## config.mk

```make
export PLATFORM = sky130hd
export DESIGN_NAME = sfq_dff_array
export DESIGN_NICKNAME = d
export VERILOG_FILES = /design/src/rtl/sfq_pkg.sv /design/src/rtl/sfq_dff_cell.sv /design/src/rtl/sfq_dff_array.sv
export SDC_FILE = /design/constraint.sdc
export NUM_CORES = 1
export LEC_CHECK = 0
export BUFFER_PORTS_ARGS = -buffer_cell sky130_fd_sc_hd__buf_4
export CAP_MARGIN = 40
export CELL_PAD_IN_SITES_DETAIL_PLACEMENT = 1
export CELL_PAD_IN_SITES_GLOBAL_PLACEMENT = 2
export CORE_MARGIN = 5
export CORE_UTILIZATION = 37
export CTS_BUF_LIST = sky130_fd_sc_hd__clkbuf_8
export DETAILED_ROUTE_END_ITERATION = 12
export PLACE_DENSITY = 0.8
export SYNTH_ARGS = -nofsm -noshare
export SYNTH_HDL_FRONTEND = slang
export SYNTH_SLANG_ARGS = --single-unit
```

## constraint.sdc

```tcl
create_clock -name clk -period 1.9 [get_ports clk]
set_clock_uncertainty 0.1 [all_clocks]
set_input_delay 0.38 -clock clk [delete_from_list [all_inputs] [get_ports clk]]
set_output_delay 0.38 -clock clk [all_outputs]
set_load 0.03 [all_outputs]
```

## src/rtl/sfq_pkg.sv

```systemverilog
// Shared types and constants for the cycle-based RSFQ cell models.
// Pulses are one-cycle active-high strobes sampled on the rising clock edge.
package sfq_pkg;

    typedef enum logic {
        S0 = 1'b0,  // empty
        S1 = 1'b1   // fluxon stored
    } ch_state_e;

    localparam logic PulseOn  = 1'b1;
    localparam logic PulseOff = 1'b0;

    localparam int unsigned CntWDefault   = 4;
    localparam int unsigned CntMaxDefault = (1 << CntWDefault) - 1;

    function automatic int unsigned cnt_max(input int unsigned w);
        return (1 << w) - 1;
    endfunction

endpackage

```

## src/rtl/sfq_dff_cell.sv

```systemverilog
// One RSFQ D flip-flop channel: stored fluxon, setup-window counter and sticky flags.
// The hold check is evaluated by the parent and arrives as hold_short_i.
module sfq_dff_cell
    import sfq_pkg::*;
#(
    parameter int unsigned SETUP_CYC = 2,
    parameter bit          NDRO      = 1'b0,
    parameter int unsigned CNT_W     = 4
) (
    input  logic clk,
    input  logic rst_n,
    input  logic set_i,
    input  logic rd_i,
    input  logic clr_i,
    input  logic flag_clr_i,
    input  logic hold_short_i,
    output logic out_o,
    output logic state_o,
    output logic err_o,
    output logic viol_o
);

    localparam logic [CNT_W-1:0] CntMax   = CNT_W'(cnt_max(CNT_W));
    localparam logic [CNT_W-1:0] CntOne   = CNT_W'(1);
    localparam logic [CNT_W:0]   SetupLim = (CNT_W+1)'(SETUP_CYC);

    ch_state_e        state_q, state_d;
    logic [CNT_W-1:0] setup_cnt_q, setup_cnt_d;
    logic [CNT_W:0]   setup_dist;
    logic             out_q, out_d;
    logic             err_q, err_d;
    logic             viol_q, viol_d;
    logic             err_ev, setup_ev, hold_ev;

    always_comb begin
        // Distance in cycles from the last set to this edge.
        setup_dist = {1'b0, setup_cnt_q} + {{CNT_W{1'b0}}, 1'b1};

        setup_ev = (SETUP_CYC != 0) && rd_i &&
                   (set_i || ((state_q == S1) && (setup_dist < SetupLim)));
        hold_ev  = set_i && hold_short_i;
        // In DRO a same-edge readout empties the cell before the set lands.
        err_ev   = set_i && (state_q == S1) && (NDRO || !rd_i);

        out_d = rd_i ? (state_q == S1) : PulseOff;

        state_d = state_q;
        if (clr_i) begin
            state_d = S0;
        end else if (set_i) begin
            state_d = S1;
        end else if (rd_i && !NDRO) begin
            state_d = S0;
        end

        if (set_i) begin
            setup_cnt_d = '0;
        end else if (setup_cnt_q == CntMax) begin
            setup_cnt_d = CntMax;
        end else begin
            setup_cnt_d = setup_cnt_q + CntOne;
        end

        err_d  = (err_q && !flag_clr_i) || err_ev;
        viol_d = (viol_q && !flag_clr_i) || setup_ev || hold_ev;
    end

    always_ff @(posedge clk or negedge rst_n) begin
        if (!rst_n) begin
            state_q     <= S0;
            setup_cnt_q <= CntMax;
            out_q       <= PulseOff;
            err_q       <= 1'b0;
            viol_q      <= 1'b0;
        end else begin
            state_q     <= state_d;
            setup_cnt_q <= setup_cnt_d;
            out_q       <= out_d;
            err_q       <= err_d;
            viol_q      <= viol_d;
        end
    end

    assign out_o   = out_q;
    assign state_o = (state_q == S1);
    assign err_o   = err_q;
    assign viol_o  = viol_q;

endmodule

```

## src/rtl/sfq_dff_array.sv

```systemverilog
// N independent RSFQ D flip-flops sharing one readout pulse line.
// Owns the shared hold-window counter and fans rd_i out to every channel.
module sfq_dff_array
    import sfq_pkg::*;
#(
    parameter int unsigned N_CH      = 4,
    parameter int unsigned SETUP_CYC = 2,
    parameter int unsigned HOLD_CYC  = 1,
    parameter bit          NDRO      = 1'b0,
    parameter int unsigned CNT_W     = 4
) (
    input  logic            clk,
    input  logic            rst_n,
    input  logic [N_CH-1:0] set_i,
    input  logic            rd_i,
    input  logic [N_CH-1:0] clr_i,
    input  logic            flag_clr_i,
    output logic [N_CH-1:0] out_o,
    output logic [N_CH-1:0] state_o,
    output logic [N_CH-1:0] err_o,
    output logic [N_CH-1:0] viol_o
);

    localparam logic [CNT_W-1:0] CntMax  = CNT_W'(cnt_max(CNT_W));
    localparam logic [CNT_W-1:0] CntOne  = CNT_W'(1);
    localparam logic [CNT_W:0]   HoldLim = (CNT_W+1)'(HOLD_CYC);

    logic [CNT_W-1:0] hold_cnt_q, hold_cnt_d;
    logic [CNT_W:0]   hold_dist;
    logic             hold_short;

    always_comb begin
        // A set on the same edge as rd_i is zero cycles after it.
        hold_dist  = rd_i ? '0 : ({1'b0, hold_cnt_q} + {{CNT_W{1'b0}}, 1'b1});
        hold_short = (HOLD_CYC != 0) && (hold_dist < HoldLim);

        if (rd_i) begin
            hold_cnt_d = '0;
        end else if (hold_cnt_q == CntMax) begin
            hold_cnt_d = CntMax;
        end else begin
            hold_cnt_d = hold_cnt_q + CntOne;
        end
    end

    always_ff @(posedge clk or negedge rst_n) begin
        if (!rst_n) begin
            hold_cnt_q <= CntMax;
        end else begin
            hold_cnt_q <= hold_cnt_d;
        end
    end

    for (genvar c = 0; c < N_CH; c++) begin : g_ch
        sfq_dff_cell #(
            .SETUP_CYC (SETUP_CYC),
            .NDRO      (NDRO),
            .CNT_W     (CNT_W)
        ) u_cell (
            .clk          (clk),
            .rst_n        (rst_n),
            .set_i        (set_i[c]),
            .rd_i         (rd_i),
            .clr_i        (clr_i[c]),
            .flag_clr_i   (flag_clr_i),
            .hold_short_i (hold_short),
            .out_o        (out_o[c]),
            .state_o      (state_o[c]),
            .err_o        (err_o[c]),
            .viol_o       (viol_o[c])
        );
    end

endmodule

```

==> results.py <==
metrics = {
    "outcome": {
        "run_status": "finished clean",
    },
    "die": {
        "rows": 24,
        "fp.dieW_microns": 77.84,
        "fp.dieArea_sq_um": 6059,
        "start_util_pct": 38.58,
        "die_h_microns": 77.84,
        "ios": 28,
        "core_area_sq_um": 4414,
    },
    "placed_design": {
        "place_congestion": 0.7088,
        "dp_slack_ns": 0.2192,
        "port_buffers": 27,
        "post_dp_cell_area_sq_um": 1843,
        "dp.final_hpwl_microns": 2487,
    },
    "cts": {
        "clockRootBuffer": "clkbuf_8",
        "path_clk_slew_ns": 0.07,
        "post_cts_buffers": 0,
        "clockBufferDepth": 2,
        "cts_max_level": 2,
        "clkLatencyLatePin_ns": 0.28,
        "cts_tree": "yes",
        "post_cts_resized": 0,
        "clock-sinks": 36,
        "cts_buffers": 5,
    },
    "timing": {
        "fmax_mhz": 595.9,
        "fin_ws_ns": 0.2218,
        "tns_ns": 0,
        "finalSetupViolCount": 0,
        "holdWs_ns": 0.1380,
        "worst_slew_pin_slew_ns": 0.4495,
        "fin_crit_sh_pct": 88.33,
        "final.min_clock_period_ns": 1.678,
        "finalHoldViolCount": 0,
        "rsz0062_at_grt": "false",
        "maxSlewViolCount": 0,
        "relSlewSlack_pct": 70.03,
    },
    "yosys": {
        "muxShareOfSynthArea_pct": 0,
        "netlist.area_leader.share_pct": 30.86,
        "yosys.area_share.simple_pct": 18.66,
        "yosys_most_used_dff": "dfstp_2",
        "synth_compound_area_share_pct": 12.86,
        "syn_area_per_cell_sq_um": 10.45,
        "synth_top_family_by_area": "simple AND/OR/NAND/NOR gates",
        "synth_enable_flop_cells": 0,
        "synth-adder-area-share_pct": 3.674,
        "synthesis.nets": 180,
        "netlist_top_cells_area": "dfstp_2, dfrtp_1, buf_4",
        "netlist_instances": 163,
        "yosysWarnings": 0,
        "synth.cell_area_sq_um": 1703,
        "ys_ff_latch": 36,
        "synth_xor_area_share_pct": 0.5143,
        "synth_top_area_cell": "dfstp_2",
        "ys_types": 24,
        "ys_seq_area_share_pct": 54.37,
        "async_flop_share_pct": 100.0,
    },
    "setup_path": {
        "path_cells": "ha_1, o21bai_1, o22a_2, a221o_1",
        "critPathArrivalTime_ns": 1.74,
        "cp.required_ns": 1.97,
        "critical_path_class": "flop to flop",
        "cp-start-kind": "flop",
        "crit_slowest_cell": "dfstp_2",
        "crit_path_end_kind": "flop",
        "regToRegSetupSlack_ns": 0.22,
        "slowest_delay_ns": 0.55,
        "worst-path-max-fanout": 5,
    },
    "grt": {
        "gr-total-overflow": 0,
        "grt_pass1_wl_microns": 6009,
        "grt_max_degree": 37,
        "grt_antenna_before_repair": 0,
        "grt_usage_pct": 12.56,
        "grt_pass1_vias": 1338,
    },
    "route": {
        "dr.pass1.iters": 4,
        "routed_wl_microns": 3371,
        "ant_nets": 0,
        "vias_per_cell": 5.185,
        "drc_errors": 0,
        "vias": 1208,
        "avgRoutedWirePerCell_microns": 14.47,
        "drtIter0Drc": 53,
    },
    "min_path": {
        "hold_class": "input port to flop",
    },
    "power": {
        "p_int_mw": 1.199,
        "power_mw": 1.647,
        "p_per_area_nw_per_um2": 852.9,
        "p_clk_share_pct": 30.0,
        "p_comb_share_pct": 16.7,
        "power_frac_seq_pct": 53.3,
        "leakagePower_nw": 0.8523,
        "ir_drop_mv": 0.3469,
        "p_switching_uw": 447.9,
        "sw_frac_of_total_pct": 27.20,
    },
    "layout": {
        "fillCellCount": 517,
        "final_layout_size_suffix_gt1_share_pct": 30.39,
        "multiInputGateArea_sq_um": 608.1,
        "diodes": 0,
        "area_growth_syn_to_layout_pct": 13.37,
        "design_area_sq_um": 1931,
        "regArea_sq_um": 925.9,
        "nNetsFinal": 198,
    },
    "flow_run": {
        "maxCapViolCount": 0,
    },
}
## state kept, by name (all words and copies together), names as in the netlist
name	flops
g_ch.u_cell.err_o	4
g_ch.u_cell.out_o	4
g_ch.u_cell.setup_cnt_q	16
g_ch.u_cell.state_o	4
g_ch.u_cell.viol_o	4
hold_cnt_q	4
## stage by stage
stage	utilization (%)	std cells
floorplan	-	163
global placement	41.75	225
CTS	43.74	233
finish	43.74	233
detailed placement	41.75	225
global route	43.74	233
## power groups by stage
stage	Clock [mW]	Sequential [mW]	Combinational (mW)
2_1_floorplan	0	0.879	0.207
3_3_place_gp	0	0.887	0.271
3_5_place_dp	0	0.892	0.279
4_1_cts	0.519	0.879	0.282
5_1_grt	0.546	0.888	0.306
6_report	0.494	0.878	0.275
## cell families (layout without fill, tap and decap cells)
kind of cell,after synthesis,after routing
flops,36,36
compound gates,33,33
xor+xnor,1,1
buf+inv,28,46
fa+ha+maj,5,5
simple gates,60,60
## worst max-delay path: cells and delay by family, from the launching register on
kind                     cells  cell delay (ns)
AO/OA/AOI/OAI                3             0.69
adder cells (fa/ha/maj)      1             0.23
flip-flops                   1             0.55
## cell type report
| cell class | instances | area share (%) |
|---|---|---|
| clock buffer | 5 | 3.564 |
| clock inverter | 2 | 0.4537 |
| inverter | 11 | 2.139 |
| multi-input combinational | 99 | 31.50 |
| sequential | 36 | 47.96 |
| tap | 52 | 3.370 |
| timing repair buffer | 28 | 11.02 |
## synth_stat cells (3+ instances only)
cell type  instances
nand3_1            7
o21ai_0            4
a221o_1            4
nor2_1            14
nor2b_1           11
buf_4             17
nor3_1             5
a21oi_1           13
dfrtp_1           16
dfstp_2           20
nor3b_1            5
and2_1             6
ha_1               5
a311oi_1           3
inv_1             11
o21bai_1           4
nand2_1            8
## repair_timing
action / CTS / global route
hold buffers: 1 / 0
setup endpoints to repair: 0 / 0
hold endpoints to repair: 16 / 0
## worst paths after layout
kind                                      start  cells past startpoint                            end
setup reg to reg                  hold_cnt_q[0]                      4          g_ch[2].u_cell.viol_o
max in group asynchronous                 rst_n                      2  g_ch[1].u_cell.setup_cnt_q[0]
min in group asynchronous                 rst_n                      2           g_ch[3].u_cell.err_o
setup / recovery                  hold_cnt_q[0]                      4          g_ch[2].u_cell.viol_o
hold / removal                         clr_i[0]                      2         g_ch[0].u_cell.state_o
hold reg to reg            g_ch[2].u_cell.err_o                      2           g_ch[2].u_cell.err_o
## metal layers
layer | wire, microns | part of all wire (%) | vias to the layer above | global-route usage, %
li1 | - | - | 577 | -
met4 | 85 | 2.5 | 0 | 7.216
met1 | 1411 | 42 | 601 | 14.39
met5 | 0 | 0 | - | 0
met3 | 172 | 5.1 | 6 | 3.588
met2 | 1702 | 50 | 24 | 20.78
## placed cells by master, fill, tap and decap left out, types with 2 or more instances in the layout
cell type	synthesis	layout
a311oi_1	3	3
nor2b_1	11	11
nor2_1	14	14
nand3_1	7	7
a211oi_1	2	2
and2_1	6	6
a31oi_1	2	2
dfrtp_1	16	16
a221o_1	4	4
a21oi_1	13	13
ha_1	5	5
nor3_1	5	5
o21bai_1	4	4
dfstp_2	20	20
nand2_1	8	8
nor3b_1	5	5
buf_4	17	27
clkbuf_8	0	5
o21ai_0	4	4
and3b_1	2	2
inv_1	11	12
Note: power is estimated with default switching activity, not from simulation.
